===== config.mk =====
export PLATFORM = sky130hd
export DESIGN_NAME = soc_system_sysid_ext
export DESIGN_NICKNAME = d
export VERILOG_FILES = /design/src/rtl/soc_system_sysid_pkg.sv /design/src/rtl/soc_system_sysid_uptime.sv /design/src/rtl/soc_system_sysid_ext.sv
export SDC_FILE = /design/constraint.sdc
export NUM_CORES = 1
export LEC_CHECK = 0
export ABC_CLOCK_PERIOD_IN_PS = 2200
export CORE_MARGIN = 8
export CORE_UTILIZATION = 50
export DETAILED_ROUTE_END_ITERATION = 12
export PLACE_DENSITY = 0.88
export SETUP_SLACK_MARGIN = 0.2
export SYNTH_ARGS = -nofsm -noshare
export SYNTH_HDL_FRONTEND = slang
export SYNTH_HIERARCHICAL = 1
export SYNTH_SLANG_ARGS = --single-unit
export TNS_END_PERCENT = 50

===== constraint.sdc =====
create_clock -name clock -period 2.2 [get_ports clock]
set_input_delay 0.44 -clock clock [delete_from_list [all_inputs] [get_ports clock]]
set_output_delay 0.44 -clock clock [all_outputs]
set_load 0.02 [all_outputs]

===== src/rtl/soc_system_sysid_pkg.sv =====
// System ID slave: register offsets, map version and CAPS word layout.
package soc_system_sysid_pkg;

  localparam logic [2:0] OFF_ID        = 3'd0;
  localparam logic [2:0] OFF_TIMESTAMP = 3'd1;
  localparam logic [2:0] OFF_USER_INFO = 3'd2;
  localparam logic [2:0] OFF_SCRATCH   = 3'd3;
  localparam logic [2:0] OFF_UPTIME_LO = 3'd4;
  localparam logic [2:0] OFF_UPTIME_HI = 3'd5;
  localparam logic [2:0] OFF_CAPS      = 3'd6;

  localparam logic [7:0] MAP_VERSION = 8'h02;

  localparam int CAPS_UPTIME_BIT = 0;
  localparam int CAPS_TICK_LSB   = 8;
  localparam int CAPS_VER_LSB    = 24;

  // Assemble the CAPS word from its fields.
  function automatic logic [31:0] caps_word(input logic uptime, input logic [15:0] tick);
    logic [31:0] w;
    w = '0;
    w[CAPS_UPTIME_BIT]               = uptime;
    w[CAPS_TICK_LSB +: 16]           = tick;
    w[CAPS_VER_LSB +: 8]             = MAP_VERSION;
    return w;
  endfunction

endpackage


===== src/rtl/soc_system_sysid_uptime.sv =====
// Free-running 64-bit uptime counter with prescaler and coherent high-word shadow.
// lo and the shadow capture both reflect the value after the current edge, so a
// LO read taken on a carry edge pairs with the carried high word.
module soc_system_sysid_uptime #(
  parameter int TICK_DIV = 1
) (
  input  logic        clock,
  input  logic        reset,
  input  logic        snap_lo,
  output logic [31:0] lo,
  output logic [31:0] hi_shadow
);

  localparam logic [15:0] PRE_LAST = 16'(TICK_DIV - 1);

  logic [15:0] pre;
  logic [63:0] cnt;
  logic [63:0] cnt_nxt;
  logic        wrap;

  // Tick on prescaler wrap; the 64-bit add rolls over naturally.
  always_comb begin
    wrap    = (pre == PRE_LAST);
    cnt_nxt = cnt + {63'd0, wrap};
    lo      = cnt_nxt[31:0];
  end

  // Prescaler, counter and snapshot of the high word on a LO read.
  always_ff @(posedge clock) begin
    if (reset) begin
      pre       <= '0;
      cnt       <= '0;
      hi_shadow <= '0;
    end else begin
      pre <= wrap ? 16'd0 : pre + 16'd1;
      cnt <= cnt_nxt;
      if (snap_lo) hi_shadow <= cnt_nxt[63:32];
    end
  end

endmodule


===== src/rtl/soc_system_sysid_ext.sv =====
// System ID Avalon-MM slave: ID/timestamp/user words, byte-lane scratch,
// capability word and optional uptime counter (built when SOC_SYSID_UPTIME_EN
// is defined). Fixed read latency of one clock, no wait states.
module soc_system_sysid_ext
  import soc_system_sysid_pkg::*;
#(
  parameter logic [31:0] ID_VALUE    = 32'hACD51302,
  parameter logic [31:0] TIMESTAMP   = 32'h53796574,
  parameter logic [31:0] USER_INFO   = 32'h0000_0000,
  parameter int          TICK_DIV    = 1,
  parameter logic [31:0] SCRATCH_RST = 32'h0000_0000
) (
  input  logic        clock,
  input  logic        reset,
  input  logic [2:0]  address,
  input  logic        read,
  input  logic        write,
  input  logic [31:0] writedata,
  input  logic [3:0]  byteenable,
  output logic [31:0] readdata,
  output logic        readdatavalid
);

  logic [31:0] scratch;
  logic [31:0] up_lo;
  logic [31:0] up_hi;
  logic [31:0] rd_mux;

`ifdef SOC_SYSID_UPTIME_EN
  localparam logic UPTIME_PRESENT = 1'b1;
  logic snap_lo;

  assign snap_lo = read && (address == OFF_UPTIME_LO);

  soc_system_sysid_uptime #(
    .TICK_DIV (TICK_DIV)
  ) u_uptime (
    .clock     (clock),
    .reset     (reset),
    .snap_lo   (snap_lo),
    .lo        (up_lo),
    .hi_shadow (up_hi)
  );
`else
  localparam logic UPTIME_PRESENT = 1'b0;
  assign up_lo = '0;
  assign up_hi = '0;
`endif

  localparam logic [31:0] CAPS = caps_word(UPTIME_PRESENT, 16'(TICK_DIV));

  // Address decode; reserved offset reads zero.
  always_comb begin
    rd_mux = '0;
    case (address)
      OFF_ID:        rd_mux = ID_VALUE;
      OFF_TIMESTAMP: rd_mux = TIMESTAMP;
      OFF_USER_INFO: rd_mux = USER_INFO;
      OFF_SCRATCH:   rd_mux = scratch;
      OFF_UPTIME_LO: rd_mux = up_lo;
      OFF_UPTIME_HI: rd_mux = up_hi;
      OFF_CAPS:      rd_mux = CAPS;
      default:       rd_mux = '0;
    endcase
  end

  // Scratch register, byte-lane writes; other offsets ignore writes.
  always_ff @(posedge clock) begin
    if (reset) begin
      scratch <= SCRATCH_RST;
    end else if (write && (address == OFF_SCRATCH)) begin
      for (int b = 0; b < 4; b++)
        if (byteenable[b]) scratch[b*8 +: 8] <= writedata[b*8 +: 8];
    end
  end

  // Read response register; data holds between reads, a same-cycle write is seen next read.
  always_ff @(posedge clock) begin
    if (reset) begin
      readdata      <= '0;
      readdatavalid <= 1'b0;
    end else begin
      readdatavalid <= read;
      if (read) readdata <= rd_mux;
    end
  end

endmodule


==> impl_metrics.env, run 1 <==
export IMPL_outcome="completed"
export IMPL_cts_tree="done"
export IMPL_final_common_cell="clkdlybuf4s50_1"
export IMPL_drv_slew=0
export IMPL_fin_util=0.694
export IMPL_wl_mm=7.13
export IMPL_synth_cell_area_sq_um=2880
export IMPL_worst_path_max_fanout=2
export IMPL_yosys_warnings=6
export IMPL_grt_pass1_wl_mm=11.6
export IMPL_synthArstFlopShare=0
export IMPL_nets=416
export IMPL_p_leak_nw=1.35
export IMPL_worstSkewPairLatency_ns=0.34
export IMPL_ys_flop_type="dfxtp_1"
export IMPL_drtIter0Drc=119
export IMPL_cts_buffers=9
export IMPL_die_x_um=91.9
export IMPL_arrival_ns=1.31
export IMPL_routabilityCongestion=0.801
export IMPL_grt_total_usage=0.168
export IMPL_synth_nets=348
export IMPL_rsz0062_at_grt="no"
export IMPL_cp_start_kind="flip-flop"
export IMPL_cts_sinks=65
export IMPL_cellPowerDensity_nw_per_um2=636
export IMPL_holdCritPathClass="flip-flop to flip-flop"
export IMPL_route_detailed_drc=0
export IMPL_antenna_found_initial=0
export IMPL_cp_end_kind="primary output"
export IMPL_path_delay_family="buffers and inverters"
export IMPL_finalNonFillerCells=450
export IMPL_syn_area_per_cell_sq_um=9.43
export IMPL_vias=2442
export IMPL_ctsResizeCount=0
export IMPL_antenna_left=0
export IMPL_routed_via_density=5.43
export IMPL_wire_per_inst_um=15.8
export IMPL_placedCellCount=434
export IMPL_tns_ns=0
export IMPL_grt_overflow=0
export IMPL_start_util=0.519
export IMPL_final_setup_viol_count=0
export IMPL_fmax_mhz=571
export IMPL_pin_count=76
export IMPL_ys_seq_area_frac=0.452
export IMPL_synth_top_area_share=0.452
export IMPL_dieHeight_um=91.9
export IMPL_core_area_sq_um=5540
export IMPL_hold_viol_final=0
export IMPL_period_needed_ns=1.75
export IMPL_final_cell_mix="clkdlybuf4s50_1 (74), dfxtp_1 (65), nand2b_1 (44)"
export IMPL_grt_start_max_net_pins=57
export IMPL_ys_seq_elements=65
export IMPL_areaGrowthSynthToFinish_pct=33.6
export IMPL_clockBufferDepth=2
export IMPL_portBuffers=75
export IMPL_maxCapViolations=0
export IMPL_crit_required_ns=1.76
export IMPL_synth_edf_count=0
export IMPL_setup_ws_ns=0.448
export IMPL_worstPathCellList="clkdlybuf4s50_1"
export IMPL_postCtsSetupRepairBufs=0
export IMPL_slew_headroom=0.705
export IMPL_die_area_sq_um=8440
export IMPL_clock_skew_ns=0.00912
export IMPL_cts_root_buf="clkbuf_8"
export IMPL_crit_type="flip-flop to primary output"
export IMPL_cts_hold_buf=0
export IMPL_cts_max_level=3
export IMPL_vdd_ir_drop_max_mv=0.332
export IMPL_rows=27
export IMPL_tightest_slew_ns=0.443
export IMPL_drive_gt1_frac=0.180
export IMPL_nFillCells=463
export IMPL_dr_pass1_iters=4
export IMPL_synth_cell_types=25
export IMPL_netlist_instances=305
export IMPL_grt_pass1_vias=2425
export IMPL_crit_buf_inv=1
export IMPL_p_total_mw=2.44
export IMPL_crit_slowest_cell="clkdlybuf4s50_1"
export IMPL_path_clk_slew_ns=0.07
export IMPL_dp_hpwl_mm=5.07
export IMPL_cpPeakStageDelay_ns=0.62
export IMPL_dp_slack_ns=0.261
export IMPL_diodes=0
export IMPL_finalCritPeriodShare=0.796
export IMPL_synthTopCellsByArea="dfxtp_1 (45%), o21ai_2 (10%), nand4b_1 (9.7%)"
export IMPL_yosysTopAreaCell="dfxtp_1"
registers in the layout, summed over array words and instances, names as in the netlist:
name,flops
readdatavalid,1
readdata,32
scratch,32
stage by stage:
step	instance area (sq um)	hold WS (ns)
detailed placement	3660	0.458
finish	3840	0.470
CTS	3840	0.470
floorplan	2880	0.442
global route	3840	0.492
global placement	3660	0.453
per-layer routing:
| layer | GRT usage | vias up | part of all wire |
|---|---|---|---|
| met4 | 0.0779 | 0 | 0.014 |
| met5 | 0 | - | 0 |
| met1 | 0.203 | 1141 | 0.43 |
| li1 | - | 1207 | - |
| met2 | 0.267 | 85 | 0.47 |
| met3 | 0.0530 | 9 | 0.077 |
worst paths after layout:
| kind | startpoint | to | slack, ns | depth (start not counted) |
|---|---|---|---|---|
| min reg2reg | readdata[30] | readdata[30] | 0.47 | 2 |
| max reg2reg | scratch[8] | readdata[8] | 1.31 | 3 |
| max | readdata[9] | readdata[9] | 0.45 | 1 |
| min | readdata[30] | readdata[30] | 0.47 | 2 |
layout make-up:
| cell class | count | area (sq um) | share of cell area |
|---|---|---|---|
| multi-input combinational | 207 | 1400 | 0.365 |
| sequential | 65 | 1300 | 0.339 |
| timing repair buffer | 89 | 863 | 0.225 |
| clock buffer | 12 | 155 | 0.0404 |
| tap | 72 | 90.1 | 0.0234 |
| clock inverter | 4 | 27.5 | 0.00716 |
| inverter | 1 | 3.75 | 0.000977 |
where the power goes:
part	switching (mW)	internal, mW
combinational	0.144	0.164
sequential	0.0154	1.21
clock	0.447	0.468
total	0.606	1.84
Yosys cell counts (2+ instances only):
master / instances
a21oi_1: 27
buf_2: 9
buf_6: 5
nor2b_1: 7
dfxtp_1: 65
a311oi_1: 2
o21ai_2: 33
and2_4: 4
clkbuf_1: 18
and4b_1: 2
nor2_1: 20
nor3_1: 9
a211oi_1: 3
o211ai_1: 12
a21o_1: 2
nand2b_1: 44
nand4b_1: 32
nand2_1: 4
worst register-to-register path, stage by stage (launching register included):
cell and delay, ns:
dfxtp_1 0.34, nand2_1 0.06, a21o_1 0.17, a311oi_1 0.23
cell families (layout without fill, tap and decap cells):
kind of cell,Yosys count,count (layout),share of synthesized area
buf+inv,33,106,0.0600
compound gates,81,81,0.202
flops,65,65,0.452
simple gates,126,126,0.285
No activity file was read; power rests on OpenSTA's default activity.
==> run 2: changes to the inputs <==
--- a/config.mk
+++ b/config.mk
@@ -5,11 +5,11 @@
 export SDC_FILE = /design/constraint.sdc
 export NUM_CORES = 1
 export LEC_CHECK = 0
-export ABC_CLOCK_PERIOD_IN_PS = 2200
+export ABC_CLOCK_PERIOD_IN_PS = 1500
 export CORE_MARGIN = 8
-export CORE_UTILIZATION = 50
+export CORE_UTILIZATION = 44
 export DETAILED_ROUTE_END_ITERATION = 12
-export PLACE_DENSITY = 0.88
+export PLACE_DENSITY = 0.82
 export SETUP_SLACK_MARGIN = 0.2
 export SYNTH_ARGS = -nofsm -noshare
 export SYNTH_HDL_FRONTEND = slang
==> constraint.sdc (replaced) <==
create_clock -name clock -period 1.5 [get_ports clock]
set_input_delay 0.3 -clock clock [delete_from_list [all_inputs] [get_ports clock]]
set_output_delay 0.3 -clock clock [all_outputs]
set_load 0.02 [all_outputs]
==> impl_metrics.env, run 2 (same netlist as run 1, synthesis figures left out) <==
export IMPL_outcome="completed"
export IMPL_cpPeakStageDelay_ns=0.34
export IMPL_grt_total_usage=0.154
export IMPL_crit_buf_inv=1
export IMPL_diodes=0
export IMPL_worstPathCellList="dlygate4sd2_1"
export IMPL_holdCritPathClass="input pin to flip-flop"
export IMPL_antenna_left=0
export IMPL_clockBufferDepth=2
export IMPL_slew_headroom=0.801
export IMPL_cp_end_kind="primary output"
export IMPL_maxCapViolations=0
export IMPL_drtIter0Drc=118
export IMPL_finalCritPeriodShare=0.856
export IMPL_pin_count=76
export IMPL_grt_overflow=0
export IMPL_route_detailed_drc=0
export IMPL_dr_pass1_iters=4
export IMPL_final_cell_mix="dfxtp_1 (65), nand2b_1 (44), clkdlybuf4s50_1 (38)"
export IMPL_grt_pass1_wl_mm=11.9
export IMPL_worst_path_max_fanout=2
export IMPL_final_setup_viol_count=0
export IMPL_placedCellCount=446
export IMPL_grt_pass1_vias=2365
export IMPL_path_clk_slew_ns=0.06
export IMPL_period_needed_ns=1.28
export IMPL_nFillCells=526
export IMPL_core_area_sq_um=6350
export IMPL_tightest_slew_ns=0.299
export IMPL_finalNonFillerCells=462
export IMPL_nets=424
export IMPL_vdd_ir_drop_max_mv=0.462
export IMPL_final_common_cell="dfxtp_1"
export IMPL_path_delay_family="buffers and inverters"
export IMPL_crit_slowest_cell="dlygate4sd2_1"
export IMPL_cts_sinks=65
export IMPL_wire_per_inst_um=15.7
export IMPL_wl_mm=7.26
export IMPL_die_x_um=96.9
export IMPL_start_util=0.453
export IMPL_drive_gt1_frac=0.221
export IMPL_routabilityCongestion=0.804
export IMPL_die_area_sq_um=9380
export IMPL_cellPowerDensity_nw_per_um2=922
export IMPL_drv_slew=0
export IMPL_cts_max_level=3
export IMPL_areaGrowthSynthToFinish_pct=36.9
export IMPL_tns_ns=0
export IMPL_crit_required_ns=1.20
export IMPL_arrival_ns=0.98
export IMPL_portBuffers=75
export IMPL_p_leak_nw=1.46
export IMPL_cts_buffers=9
export IMPL_routed_via_density=5.31
export IMPL_worstSkewPairLatency_ns=0.33
export IMPL_dp_hpwl_mm=5.37
export IMPL_rsz0062_at_grt="yes"
export IMPL_rows=29
export IMPL_multi_input_area_sq_um=1410
export IMPL_grt_start_max_net_pins=42
export IMPL_dieHeight_um=96.9
export IMPL_crit_type="flip-flop to primary output"
export IMPL_cts_root_buf="clkbuf_8"
export IMPL_clock_skew_ns=0.00738
export IMPL_hold_viol_final=0
export IMPL_cts_tree="done"
export IMPL_cp_start_kind="flip-flop"
export IMPL_antenna_found_initial=0
export IMPL_fmax_mhz=778
export IMPL_seqCellArea_sq_um=1300
export IMPL_reg_largest_list="readdata x32, scratch x32, readdatavalid x1"
export IMPL_vias=2455
-- run 2: changes by cell type in the layout (fill, tap and decap cells not counted), sizes merged --
cell           before  now
clkinvlp            3    0
dlymetal6s2s        0    1
clkdlybuf4s15       0   26
bufinv              0    1
clkdlybuf4s50      74   38
clkinv              1    3
clkbuf             12   15
buf                15   23
dlygate4sd2         0    5
-- run 2: worst paths after layout --
check	startpoint	to	slack, ns	depth (start not counted)
hold / removal	reset	readdata[17]	0.34	2
setup / recovery	readdata[0]	readdata[0]	0.22	1
setup reg to reg	scratch[8]	readdata[8]	0.59	3
hold reg to reg	scratch[22]	readdata[22]	0.46	2
-- run 2: cell type report --
cell class                 count  area share
inverter                       1    0.000953
timing repair buffer          97       0.241
sequential                    65       0.330
clock inverter                 4      0.0114
tap                           77      0.0245
multi-input combinational    207       0.359
clock buffer                  11      0.0334
-- run 2: routing by layer --
metal,wire length [um],track usage,vias up
met2,3380,0.225,76
met3,424,0.0491,10
met1,3330,0.202,1139
li1,-,-,1230
met5,0,0,-
met4,125,0.0639,0
-- run 2: per-stage QoR --
step	util	hold slack, ns	instance area, sq um	worst slack [ns]	power (mW)
finish	0.620	0.343	3940	0.215	3.63
global route	0.620	0.339	3940	0.162	3.78
CTS	0.620	0.330	3930	0.201	3.66
detailed placement	0.592	0.456	3760	-0.173	2.31
global placement	0.592	0.453	3760	-0.154	2.30
floorplan	-	0.442	2880	0.288	2.05
-- run 2: where the power goes --
group / leakage (nW) / internal [mW] / switching (mW) / total, mW
Sequential: 0.528 / 1.77 / 0.0223 / 1.79
Combinational: 0.842 / 0.245 / 0.220 / 0.465
Clock: 0.0929 / 0.751 / 0.625 / 1.38
-- run 2: what timing repair did --
action	CTS	global route
pin swaps	2	2
resized for setup	70	9
setup endpoints to repair	42	80
setup buffers	0	1
hold buffers	0	0
